===== config.mk =====
export PLATFORM = sky130hd
export DESIGN_NAME = load_store_unit
export DESIGN_NICKNAME = d
export VERILOG_FILES = /design/src/rtl/load_store_unit.sv
export SDC_FILE = /design/constraint.sdc
export NUM_CORES = 1
export LEC_CHECK = 0
export CAP_MARGIN = 15
export CELL_PAD_IN_SITES_DETAIL_PLACEMENT = 0
export CELL_PAD_IN_SITES_GLOBAL_PLACEMENT = 2
export CORE_MARGIN = 2
export CORE_UTILIZATION = 26
export CTS_CLUSTER_SIZE = 8
export DETAILED_ROUTE_END_ITERATION = 10
export HOLD_SLACK_MARGIN = 0.15
export PLACE_DENSITY_LB_ADDON = 0.12
export RECOVER_POWER = 100
export SLEW_MARGIN = 20
export SYNTH_ARGS = -nofsm -noshare
export SYNTH_HDL_FRONTEND = slang
export SYNTH_SLANG_ARGS = --single-unit

===== constraint.sdc =====
create_clock -name clock -period 2.1 [get_ports clock]
set_input_delay 0.21 -clock clock [delete_from_list [all_inputs] [get_ports clock]]
set_output_delay 0.21 -clock clock [all_outputs]
set_load 0.05 [all_outputs]

===== src/rtl/load_store_unit.sv =====
// rtl/load_store_unit.sv - RV32E load/store unit driving a single bus master port
// Optional misalignment trapping is enabled by defining LSU_MISALIGN_TRAP_EN.

module load_store_unit #(
  parameter int TIMEOUT_CYCLES = 64,
  parameter int TIMEOUT_WIDTH  = 7
) (
  input  logic        clock,
  input  logic        nreset,
  input  logic        flush,
  input  logic        req_valid,
  output logic        req_ready,
  input  logic        req_is_store,
  input  logic [2:0]  req_funct3,
  input  logic [31:0] req_address,
  input  logic [31:0] req_store_data,
  input  logic [3:0]  req_destination,
  output logic        bus_request,
  output logic        bus_write,
  output logic [31:0] bus_address,
  output logic [3:0]  bus_byte_enable,
  output logic [31:0] bus_write_data,
  input  logic        bus_ready,
  input  logic [31:0] bus_read_data,
  output logic        rsp_valid,
  output logic        rsp_is_load,
  output logic [3:0]  rsp_destination,
  output logic [31:0] rsp_data,
  output logic        rsp_fault
);

  typedef enum logic [1:0] {
    IDLE    = 2'd0,
    ACCESS  = 2'd1,
    RESPOND = 2'd2,
    DRAIN   = 2'd3
  } state_t;

  localparam bit TIMEOUT_EN = (TIMEOUT_CYCLES > 0);
  localparam logic [TIMEOUT_WIDTH-1:0] TIMEOUT_LAST =
    TIMEOUT_WIDTH'((TIMEOUT_CYCLES > 0) ? TIMEOUT_CYCLES - 1 : 0);

  state_t state, state_next;
  logic [TIMEOUT_WIDTH-1:0] wait_count;

  logic        write_q, is_load_q, fault_q;
  logic [2:0]  funct3_q;
  logic [1:0]  offset_q;
  logic [31:0] address_q, write_data_q, load_data_q;
  logic [3:0]  byte_enable_q, destination_q;

  logic        accept, timeout_hit, req_fault, funct3_legal, misalign_fault;
  logic [1:0]  offset;
  logic [3:0]  byte_enable;
  logic [31:0] write_data, load_extended;
  logic [7:0]  lane_byte;
  logic [15:0] lane_half;

  assign accept      = req_valid && (state == IDLE) && !flush;
  assign timeout_hit = TIMEOUT_EN && (wait_count == TIMEOUT_LAST);

  // Request decode: legality, natural-alignment offset, lane enables and replicated store data
  always_comb begin
    offset         = req_address[1:0];
    misalign_fault = 1'b0;
    case (req_funct3[1:0])
      2'b01: begin
`ifdef LSU_MISALIGN_TRAP_EN
        misalign_fault = req_address[0];
`endif
        offset = {req_address[1], 1'b0};
      end
      2'b10: begin
`ifdef LSU_MISALIGN_TRAP_EN
        misalign_fault = |req_address[1:0];
`endif
        offset = 2'b00;
      end
      default: ;
    endcase

    case (req_funct3)
      3'b000, 3'b001, 3'b010: funct3_legal = 1'b1;
      3'b100, 3'b101:         funct3_legal = !req_is_store;
      default:                funct3_legal = 1'b0;
    endcase
    req_fault = !funct3_legal || misalign_fault;

    case (req_funct3[1:0])
      2'b00: begin
        byte_enable = 4'b0001 << offset;
        write_data  = {4{req_store_data[7:0]}};
      end
      2'b01: begin
        byte_enable = 4'b0011 << offset;
        write_data  = {2{req_store_data[15:0]}};
      end
      default: begin
        byte_enable = 4'b1111;
        write_data  = req_store_data;
      end
    endcase
  end

  always_comb begin
    case (offset_q)
      2'd0:    lane_byte = bus_read_data[7:0];
      2'd1:    lane_byte = bus_read_data[15:8];
      2'd2:    lane_byte = bus_read_data[23:16];
      default: lane_byte = bus_read_data[31:24];
    endcase
    lane_half = offset_q[1] ? bus_read_data[31:16] : bus_read_data[15:0];
    case (funct3_q)
      3'b000:  load_extended = {{24{lane_byte[7]}}, lane_byte};
      3'b001:  load_extended = {{16{lane_half[15]}}, lane_half};
      3'b100:  load_extended = {24'h0, lane_byte};
      3'b101:  load_extended = {16'h0, lane_half};
      default: load_extended = bus_read_data;
    endcase
  end

  always_ff @(posedge clock or negedge nreset) begin
    if (!nreset) state <= IDLE;
    else         state <= state_next;
  end

  // A flushed access still finishes on the bus; only its response is dropped
  always_comb begin
    state_next = state;
    case (state)
      IDLE:    if (accept) state_next = req_fault ? RESPOND : ACCESS;
      ACCESS: begin
        if (bus_ready || timeout_hit) state_next = flush ? IDLE : RESPOND;
        else if (flush)               state_next = DRAIN;
      end
      RESPOND: state_next = IDLE;
      DRAIN:   if (bus_ready || timeout_hit) state_next = IDLE;
      default: state_next = IDLE;
    endcase
  end

  always_ff @(posedge clock or negedge nreset) begin
    if (!nreset) begin
      wait_count <= '0;
    end else if ((state == ACCESS || state == DRAIN) && !bus_ready && !timeout_hit) begin
      wait_count <= wait_count + TIMEOUT_WIDTH'(1);
    end else begin
      wait_count <= '0;
    end
  end

  always_ff @(posedge clock or negedge nreset) begin
    if (!nreset) begin
      write_q       <= 1'b0;
      is_load_q     <= 1'b0;
      fault_q       <= 1'b0;
      funct3_q      <= 3'b000;
      offset_q      <= 2'b00;
      address_q     <= 32'h0;
      write_data_q  <= 32'h0;
      load_data_q   <= 32'h0;
      byte_enable_q <= 4'h0;
      destination_q <= 4'h0;
    end else if (accept) begin
      write_q       <= req_is_store;
      is_load_q     <= !req_is_store;
      fault_q       <= req_fault;
      funct3_q      <= req_funct3;
      offset_q      <= offset;
      address_q     <= {req_address[31:2], 2'b00};
      write_data_q  <= write_data;
      load_data_q   <= 32'h0;
      byte_enable_q <= byte_enable;
      destination_q <= req_is_store ? 4'h0 : req_destination;
    end else if (state == ACCESS) begin
      if (bus_ready) begin
        if (is_load_q) load_data_q <= load_extended;
      end else if (timeout_hit) begin
        fault_q <= 1'b1;
      end
    end
  end

  always_comb begin
    req_ready       = (state == IDLE);
    bus_request     = (state == ACCESS) || (state == DRAIN);
    bus_write       = bus_request && write_q;
    bus_address     = bus_request ? address_q : 32'h0;
    bus_byte_enable = bus_request ? byte_enable_q : 4'h0;
    bus_write_data  = bus_request ? write_data_q : 32'h0;
    rsp_valid       = (state == RESPOND) && !flush;
    rsp_is_load     = rsp_valid && is_load_q;
    rsp_destination = rsp_valid ? destination_q : 4'h0;
    rsp_data        = rsp_valid ? load_data_q : 32'h0;
    rsp_fault       = rsp_valid && fault_q;
  end

endmodule


==> metrics <==
antenna-violating nets left 0; Core Rows 56; DR iter-0 viols 289; first-pass GRT wire length between 30 and 40 mm; Core Area about 23000 sq um; Initial Util 0.263; Max clock buf depth 2; vias in the first global route slightly below 6k; Post-synth EDFFs 0; Die Y-Extent approximately 160 um; grt ovf 0; final-stage net count ~1.0k; setup bufs post-CTS 0; buffers and inverters on the worst path 2; Crit Path Category reg2out; vias approximately 5.7k; Sinks on Clock Net 119; first-pass iteration count of the detailed router 5; switch share 0.357; clock share of power 0.333; Seq pwr share 0.354; commonest register cell after synthesis dfrtp_1; IO Port Bufs about 220; Slew Viols, Final 0; Least-Margin Pin Slew just over 900 ps; area leader, netlist dfrtp_1; peak supply drop ~0.00049 V; RD Place Congestion approximately 0.8; slowest cell on the critical path dfrtp_2; share of the synthesized area in the top cell type 0.485; Comb power frac 0.313; drc violations 0; WP data arrival roughly 1800 ps; Finish-stage setup viols 0; Min-Delay Path Class in2reg; Mapped Cells 688; antenna violations before repair 0; Crit path max-delay family simple AND/OR/NAND/NOR gates; Root Buffer clkbuf_16; f_max around 0.5 GHz; Critical Path RT between 1500 and 2000 ps; Area growth syn-to-layout 53.2%; worst-path maximum fanout 39; average cell area after synthesis just under 9 sq um; count leader, synth nand2_1; Die X approximately 160 um; CP cell instances nor3b_2, buf_12, and2_0, buf_12; Critical Path End Type output pin; Seq cells post-synth approximately 120; total wire length 20.6 mm; Final Cycle Share 0.955; via density per instance around 4.6; H-tree levels 4; type of origin of the critical path flop; largest net degree at the start of global routing just under 80; Top cell by count, worst path buf_12; Skew-Pair Late Insertion Delay between 400 and 500 ps; Pwr per Cell Area ~1000 nW/um^2; Seq/Total Area, Yosys 0.485; Yosys warnings 0; Clk pin slew, worst setup/hold paths approximately 60 ps; Slew HR 0.387; routed wire length per instance between 15 and 20 um; layout cells sized above 1 0.207; TritonCTS clock tree yes; # IOs 219; Pleak ~0.0043 uW; Syn Std Cell Area just over 6000 sq um; Tot GR Track Use 0.167; Post-synth ARST share 1.00; top post-synthesis cells by area dfrtp_1 49%, and2_1 11%, nand2_1 9.4%; Sw Pwr 3330 uW; post-DP HPWL between 15 and 20 mm; synth unique cells 49; RSZ-0062 raised after global routing no; max-cap check violation count 0; Worst Skew approximately 6.9 ps; TritonCTS Buffers 17; top cells by count, synth 154 x nand2_1, 119 x dfrtp_1, 105 x and2_1; Pint roughly 6000 uW; post-layout min period 2010 ps; outcome finished, final reports clean; crit-path max cell delay slightly below 500 ps; final setup TNS 0 ps; Final Hold Fails 0; Pwr Total ~9300 uW; die area roughly 25000 sq um
## cell families after synthesis
| kind of cell | share of synthesized area |
|---|---|
| AOI/OAI and AO/OA | 0.145 |
| xor gates and xnor gates | 0.00714 |
| adders and majority gates | 0.00816 |
| buffers and inverters | 0.0424 |
| DFF | 0.485 |
| muxes | 0.0281 |
| other | 0.000611 |
| and+or+nand+nor | 0.283 |
## cell type report
class | instances | area [sq um]
fillers | 2362 | 13900
flip-flops and latches | 119 | 2980
multi-input cells | 507 | 2890
repair buffers | 252 | 2480
clock buffers | 20 | 447
well taps | 319 | 399
clock inverters | 12 | 178
inverters | 8 | 30.0
diodes | 1 | 2.50
## through the flow
step	util	hold WS [ps]	area (sq um)	std cells	setup WS, ps
after global routing	0.403	329	9400	1237	3.44
after CTS	0.415	307	9670	1237	45.6
after detailed placement	0.387	210	9040	1204	-37.3
after floorplan	-	-85.6	6140	689	0.540
after global placement	0.387	202	9040	1204	25.2
final	0.403	330	9400	1238	93.5
## routing by layer
metal,share of wire,track usage
met5,0,0
met4,0.016,0.0550
met3,0.067,0.0454
met2,0.47,0.266
met1,0.44,0.221
## registers in the layout (all words and copies together) (netlist names)
signal	flops
offset_q	2
write_q	1
funct3_q	3
is_load_q	1
load_data_q	32
address_q	30
state	2
fault_q	1
byte_enable_q	4
destination_q	4
wait_count	7
write_data_q	32
## final timing paths
check                                 start          endpoint  slack (ps)  cells after the start
setup / recovery                   state[0]       rsp_data[2]          90                      4
hold / removal               req_address[4]      address_q[4]         330                      3
setup reg to reg                offset_q[0]   load_data_q[12]         130                      5
hold reg to reg            destination_q[1]  destination_q[1]         460                      2
max in group asynchronous            nreset     address_q[29]         350                      3
min in group asynchronous            nreset   load_data_q[27]         460                      2
## worst register-to-register path: stages, from the launching register on
cell and delay, ps:
dfrtp_1 430, mux2_2 360, a22oi_1 280, clkbuf_1 350, o21ai_0 170, a32o_1 280
## timing repair
item	in CTS	in global routing
gates resized for setup	0	2
hold endpoints to repair	31	0
hold buffers	1	0
setup endpoints to repair	0	9
## power groups by stage
| stage | sequential, uW | combinational, uW | clock, uW |
|---|---|---|---|
| floorplan | 3170 | 2050 | 0 |
| global placement | 3310 | 3090 | 0 |
| detailed placement | 3330 | 3110 | 0 |
| CTS | 3300 | 3120 | 3190 |
| global route | 3390 | 3210 | 3290 |
| finish | 3300 | 2920 | 3110 |
## cell usage in the layout (no fill, tap or decap), types with 17 or more instances in the layout
cell type          n
nand2_1          154
dfrtp_1          117
nor2_1            54
buf_12            39
and2_1            80
and2_0            25
clkbuf_2          65
a21oi_1           31
o21ai_0           25
buf_4             31
clkdlybuf4s50_1  107
clkbuf_16         17
Power figures use the tool's default switching activity.
